--- src/rtl/rns_241_256_to_bin_pkg.sv ---
// Shared constants, stage payload type and residue helper for the (241,256) RNS-to-binary converter.
package rns_241_256_to_bin_pkg;

    localparam int MOD_A       = 241;
    localparam int MOD_B       = 256;
    localparam int INV_B_MOD_A = 225;
    localparam int RES_W       = 8;
    localparam int X_W         = 16;

    // res carries d in stage 1 and t in stage 2; r256 rides along unreduced
    typedef struct packed {
        logic [RES_W-1:0] r256;
        logic [RES_W-1:0] res;
    } stage_t;

    function automatic logic [RES_W-1:0] canon241(input logic [RES_W-1:0] r);
        return (r >= RES_W'(MOD_A)) ? r - RES_W'(MOD_A) : r;
    endfunction

endpackage

--- src/rtl/rns_241_256_to_bin_mod_241_reduce16.sv ---
// Combinational 16-bit to 0..240 reduction: two folds using 256 = 15 (mod 241), then one conditional subtract.
module mod_241_reduce16
    import rns_241_256_to_bin_pkg::*;
(
    input  logic [15:0]      val_i,
    output logic [RES_W-1:0] res_o
);

    logic [11:0] fold1;
    logic [8:0]  fold2;

    // fold1 <= 255*15+255 = 4080; fold2 <= 15*15+255 = 480 < 2*241
    always_comb begin
        fold1 = 12'(val_i[15:8]) * 12'd15 + 12'(val_i[7:0]);
        fold2 = 9'(fold1[11:8]) * 9'd15 + 9'(fold1[7:0]);
        res_o = (fold2 >= 9'(MOD_A)) ? RES_W'(fold2 - 9'(MOD_A)) : fold2[RES_W-1:0];
    end

endmodule

--- src/rtl/rns_241_256_to_bin.sv ---
// CRT reconstruction x = r256 + 256*((r241-r256)*225 mod 241); 3-stage pipeline, 3-cycle latency,
// one pair per cycle; each stage holds under out_ready backpressure, in_ready low while full or in reset.
module rns_241_256_to_bin
    import rns_241_256_to_bin_pkg::*;
(
    input  logic             clk,
    input  logic             rst,
    input  logic             in_valid,
    output logic             in_ready,
    input  logic [RES_W-1:0] r241,
    input  logic [RES_W-1:0] r256,
    output logic             out_valid,
    input  logic             out_ready,
    output logic [X_W-1:0]   x
);

    logic             s1_vld_q, s2_vld_q, s3_vld_q;
    stage_t           s1_q, s1_d, s2_q, s2_d;
    logic [X_W-1:0]   x_q, x_d;
    logic             adv1, adv2, adv3;
    logic [RES_W-1:0] a_red, b_red, t_red;
    logic [15:0]      prod;

    assign adv3 = !s3_vld_q || out_ready;
    assign adv2 = !s2_vld_q || adv3;
    assign adv1 = !s1_vld_q || adv2;

    assign in_ready  = adv1 && !rst;
    assign out_valid = s3_vld_q;
    assign x         = x_q;

    // a-b+241 wraps correctly in 8 bits when a < b, landing in 1..240
    always_comb begin
        a_red      = canon241(r241);
        b_red      = canon241(r256);
        s1_d.r256  = r256;
        s1_d.res   = (a_red >= b_red) ? a_red - b_red : a_red - b_red + RES_W'(MOD_A);
    end

    assign prod = 16'(s1_q.res) * 16'(INV_B_MOD_A);

    mod_241_reduce16 u_reduce (
        .val_i (prod),
        .res_o (t_red)
    );

    always_comb begin
        s2_d.r256 = s1_q.r256;
        s2_d.res  = t_red;
        x_d       = {s2_q.res, s2_q.r256};
    end

    always_ff @(posedge clk or posedge rst) begin
        if (rst) begin
            s1_vld_q <= 1'b0;
            s2_vld_q <= 1'b0;
            s3_vld_q <= 1'b0;
            s1_q     <= '0;
            s2_q     <= '0;
            x_q      <= '0;
        end else begin
            if (adv1) s1_vld_q <= in_valid;
            if (adv2) s2_vld_q <= s1_vld_q;
            if (adv3) s3_vld_q <= s2_vld_q;
            if (adv1 && in_valid) s1_q <= s1_d;
            if (adv2 && s1_vld_q) s2_q <= s2_d;
            if (adv3 && s2_vld_q) x_q  <= x_d;
        end
    end

endmodule

--- config.mk ---
export PLATFORM = sky130hd
export DESIGN_NAME = rns_241_256_to_bin
export DESIGN_NICKNAME = d
export VERILOG_FILES = /design/src/rtl/rns_241_256_to_bin_pkg.sv /design/src/rtl/rns_241_256_to_bin_mod_241_reduce16.sv /design/src/rtl/rns_241_256_to_bin.sv
export SDC_FILE = /design/constraint.sdc
export NUM_CORES = 1
export LEC_CHECK = 0
export ABC_AREA = 1
export CAP_MARGIN = 20
export CORE_ASPECT_RATIO = 0.7
export CORE_UTILIZATION = 45
export CTS_CLUSTER_DIAMETER = 40
export CTS_CLUSTER_SIZE = 16
export DETAILED_ROUTE_END_ITERATION = 10
export GPL_ROUTABILITY_DRIVEN = 0
export PLACE_DENSITY = 0.66
export SLEW_MARGIN = 0
export SYNTH_ARGS = -nofsm -noshare
export SYNTH_HDL_FRONTEND = slang
export SYNTH_SLANG_ARGS = --single-unit
export TNS_END_PERCENT = 50
--- constraint.sdc ---
create_clock -name clk -period 8.8 [get_ports clk]
set_clock_uncertainty 0.15 [all_clocks]
set_input_delay 1.32 -clock clk [delete_from_list [all_inputs] [get_ports clk]]
set_output_delay 1.32 -clock clk [all_outputs]
set_load 0.02 [all_outputs]
==> Word level (Yosys, flattened, before mapping) <==
Index checks and enable logic that the tools add are counted.
{ "word_totals": {"ff_bits": 51, "wordCells": 37} }
{ "op_classes": {"multipliers": 3, "n_reduce_logical": 11, "n_lt_le_gt_ge": 4, "addsub": 7, "mux": 4} }
{ "op_table": {"columns": ["operator", "count"], "rows": [
  ["$mux 8", 4],
  ["$sub 8x8->8 const B", 3],
  ["$ge 8x8->1 const B", 2],
  ["$mul 8x8->16 const B", 1],
  ["$add 12x8->12", 1],
  ["$mul 8x4->12 const B", 1],
  ["$add 8x8->9", 1],
  ["$ge 9x8->1 const B", 1],
  ["$add 8x8->8 const B", 1],
  ["$ge 8x8->1", 1],
  ["$mul 4x4->8 const B", 1],
  ["$sub 8x8->8", 1],
  ["$logic_and 1x1->1", 4],
  ["$logic_not 1->1", 4],
  ["$logic_or 1x1->1", 3]
]} }

==> Logic depth before layout (Yosys ltp) <==
{ "depth": {"ltp_word": 7, "mapped_depth": 54, "depth_no_buf": 54} }

==> Hierarchy <==
A second synthesis with hierarchy kept.
{ "unflattened": {"hier_cells": 772, "hier_area_um2": 5939.4} }
{ "by_module_without_submodules": {"columns": ["mod", "cells_per_inst", "area_each_um2", "n_inst"], "rows": [
  ["rns_241_256_to_bin", 445, 3656.0, 1],
  ["mod_241_reduce16", 327, 2283.4, 1]
]} }

==> Worst setup path after synthesis <==
OpenSTA, ideal clock, no wires.
{ "synth_path": {"path_type": "reg-to-reg", "from": "register s1_q[2] (netlist bit)", "to": "register s2_q[0] (netlist bit)", "path_buffers": 0, "slack_ns": 0.097, "stages_incl_launch_ff": 48, "setup_ns": 0.117, "t_arrival_ns": 8.436, "period_less_slack_ns": 8.703, "t_required_ns": 8.533, "cell_sequence": "dfrtp_1 -> inv_1 -> fa_1 -> inv_1 -> ha_1 -> ha_1 -> ha_1 -> fa_1 -> nand3_1 -> nand3_1 -> nand2_1 -> nand2_1 -> nand2_1 -> nand2_1 -> nand2_1 -> clkinv_1 -> nor2_4 -> nand2_1 -> [12 not listed] -> nand2_1 -> nand2_1 -> fa_1 -> fa_1 -> inv_1 -> fa_1 -> inv_1 -> ha_1 -> xnor2_2 -> inv_1 -> nand2_1 -> inv_2 -> nand2_2 -> nand4_4 -> nand2_4 -> nand2_1 -> nand3_1 -> nand2_1"} }
{ "synth_between": {"elab_chain_len": 7, "elab_cells_between_ends": 8, "cone_classes": "add/sub (3); mul (3); order compare (1); mux (1)"} }
{ "synth_lines": {"columns": ["element", "line_no", "source"], "rows": [
  ["start: declaration", "rns_241_256_to_bin.sv:18", "stage_t s1_q, s1_d, s2_q, s2_d;"],
  ["start signal: assignment", "rns_241_256_to_bin.sv:58", "s1_q <= '0;"],
  ["start signal: assignment", "rns_241_256_to_bin.sv:65", "if (adv1 && in_valid) s1_q <= s1_d;"],
  ["$mul 8x8->16 *", "rns_241_256_to_bin.sv:40", "assign prod = 16'(s1_q.res) * 16'(INV_B_MOD_A);"],
  ["$mul 8x4->12", "rns_241_256_to_bin_mod_241_reduce16.sv:14", "fold1 = 12'(val_i[15:8]) * 12'd15 + 12'(val_i[7:0]);"],
  ["$add 12x8->12 *", "rns_241_256_to_bin_mod_241_reduce16.sv:14", null],
  ["$mul 4x4->8", "rns_241_256_to_bin_mod_241_reduce16.sv:15", "fold2 = 9'(fold1[11:8]) * 9'd15 + 9'(fold1[7:0]);"],
  ["$add 8x8->9 *", "rns_241_256_to_bin_mod_241_reduce16.sv:15", null],
  ["$sub 8x8->8 / $ge 9x8->1 (equally long branches)", "rns_241_256_to_bin_mod_241_reduce16.sv:16", "res_o = (fold2 >= 9'(MOD_A)) ? RES_W'(fold2 - 9'(MOD_A)) : fold2[RES_W-1:0];"],
  ["$mux 8 *", "rns_241_256_to_bin_mod_241_reduce16.sv:16", null],
  ["end signal: assignment", "rns_241_256_to_bin.sv:59", "s2_q <= '0;"],
  ["end signal: assignment", "rns_241_256_to_bin.sv:66", "if (adv2 && s1_vld_q) s2_q <= s2_d;"],
  ["end: declaration", "rns_241_256_to_bin.sv:18", null]
]} }
Mark *: on every way between the ends. The rest lies on a longest branch, timed or not.
A chain may end at the register's enable or synchronous reset.

==> Worst setup path after layout <==
{ "layout_path": {"from": "register s1_q[2] (netlist bit)", "to": "register s2_q[4] (netlist bit)"} }
The elaborated chain is that of the path after synthesis.

==> results.ini <==
[yosys]
synth_seq_cells = 51
ys_types = 43
syn-cell-area_um2 = 5830
yosysSeqAreaShare = 0.219
synth_edf_count = 0
synth_ff_type = dfrtp_1
syn-instance-count = 756
async_flop_share = 1.00
syn_area_per_cell_um2 = 7.71
yosys_warnings = 0
syn_nets = 895

[timing]
worst_pin_slew_ps = 761
setup_viol = 0
slew_violations = 0
slew_headroom = 0.492
fmax_mhz = 116
finalHoldViolCount = 0
fin_crit_sh = 0.978
period_minus_slack_ps = 8610
grt_setup_unrepaired = true
tns_ps = 0

[global_routing]
gr-total-overflow = 0
grt_pass1_wl_mm = 21.2
grt_usage = 0.188
grt_antenna_before_repair = 0
grt_pass1_vias = 4771
grt_max_degree = 53

[finish]
num-fill-cells = 1094
drive_gt1_frac = 0.200
diodes = 0
nNetsFinal = 976
syn2layout_area_growth_pct = 26.1
mostFrequentLayoutCell = nand2_1
layout_common_cells = nand2_1, inv_1, ha_1

[clocking]
cts_tree = yes
cts.sinks = 51
postCtsHoldBufs = 0
cts_buffer_depth = 2
clk_latency_ps = 290
cts_buffers = 5
cts_root_buf = clkbuf_16
clkTransAtPathRegs_ps = 70
h-tree-depth = 2

[floorplanning]
dieArea_um2 = 13400
die_w_um = 138
io_pins = 38
coreArea_um2 = 12500
die_height_um = 97.2
start_util = 0.466
num_rows = 34

[run]
cap_violations = 0

[critical_path]
cp_max_fo = 8
required_ps = 8870
reg2reg_from = s1_q[2]
crit_start = s1_q[2]
start_kind = register
critPathSlowestCell = fa_1
slowest_delay_ps = 590
crit_arrival_ps = 8680
worstSetupPathType = register to register
worstSetupEndpointType = register

[hold_path]
hp-class = register to register
hp-start = s2_q[6]

[routing]
dr_total_vias = 5018
first_iter_violations = 348
ant_nets = 0
drt_pass1_iterations = 5
viasPerCell = 5.02
wl_per_cell_um = 12.9
drcViolationCount = 0
drt-total-wl_mm = 12.9

[outcome]
status = complete, no violations

[placement]
dp.final_hpwl_mm = 9.96
port_buffers = 37

-- cell families (layout without fill, tap and decap cells) --
group	Yosys count	after routing	share of synthesized area
simple gates	303	303	0.229
fa+ha+maj	119	119	0.292
mux	8	8	0.0155
compound gates	78	78	0.0749
flops	51	51	0.219
buf+inv	160	242	0.104
xor+xnor	37	37	0.0653
-- metal layers --
| metal | track usage | up-vias | wire length [um] |
|---|---|---|---|
| met3 | 0.0246 | 6 | 498 |
| met5 | 0 | - | 0 |
| met1 | 0.273 | 2368 | 6360 |
| met4 | 0.0135 | 0 | 46 |
| li1 | - | 2543 | - |
| met2 | 0.309 | 101 | 6000 |
-- final timing paths --
path,end,slack (ps),cells after the start
worst min register to register,s2_q[6],330,2
worst max register to register,s2_q[4],190,46
min in group asynchronous,s1_q[1],1360,3
worst max-delay path,s2_q[4],190,46
worst min-delay path,s2_q[6],330,2
max in group asynchronous,s1_q[2],6680,3
-- cells in the mapped netlist, types with 2 or more instances --
cell type  number  area share
xor2_2          4       0.011
nor4_1          2      0.0021
xnor2_1        11       0.017
clkbuf_1        5      0.0032
ha_1           91        0.20
nand2_1       197        0.13
nand2_4         3      0.0058
a21o_1          2      0.0026
a21oi_1        24       0.021
nor3_1          5      0.0043
nand3b_1        2      0.0026
dfrtp_1        51        0.22
fa_1           28       0.096
nand2_2         8      0.0086
o21ai_0        30       0.026
inv_1         143       0.092
o21bai_1        3      0.0039
or2_1           2      0.0021
nand4_1         8      0.0086
inv_2          10      0.0064
o21ai_1         9      0.0077
mux2_2          8       0.015
nand3_1        42       0.036
xor2_1         20       0.030
a31oi_1         2      0.0021
nor2_2          2      0.0021
o21a_1          3      0.0039
nor2_1         26       0.017
-- timing repair --
item                       in CTS  in global routing
setup buffers                   6                 16
pin swaps                       8                 51
resized for setup              14                 68
setup endpoints to repair       8                  8
-- sequential cells by signal, summed over array words and instances, names as in the netlist --
name       flops
out_valid      1
s1_q          16
s1_vld_q       1
s2_q          16
s2_vld_q       1
x             16
-- worst max-delay path: cells and delay by family (launching register included) --
family / cells / cell delay, ps
fa+ha+maj: 13 / 5040
buf+inv: 7 / 520
flops: 1 / 440
simple gates: 26 / 2380
-- metrics by stage --
stage | instances | instance area [um2] | util | worst slack, ps | hold slack, ps
after floorplan | 756 | 5830 | - | 96.7 | 295
after global placement | 970 | 6530 | 0.522 | 6.58 | 312
after CTS | 984 | 6880 | 0.550 | 38.7 | 337
after global routing | 1000 | 7350 | 0.588 | -227 | 356
final | 1000 | 7350 | 0.588 | 192 | 332
after detailed placement | 970 | 6530 | 0.522 | -214 | 318
-- layout make-up --
class                           instances  area (um2)  area share
Clock buffer                            5         125      0.0170
Multi-Input combinational cell        545        4380       0.596
Tap cell                              162         203      0.0276
Sequential cell                        51        1280       0.174
Timing Repair Buffer                   80         706      0.0960
Clock inverter                          3        71.3     0.00971
Inverter                              154         583      0.0793
Power is not shown: default switching activity piles up to over one toggle a cycle in this logic, so the estimate is an artifact.
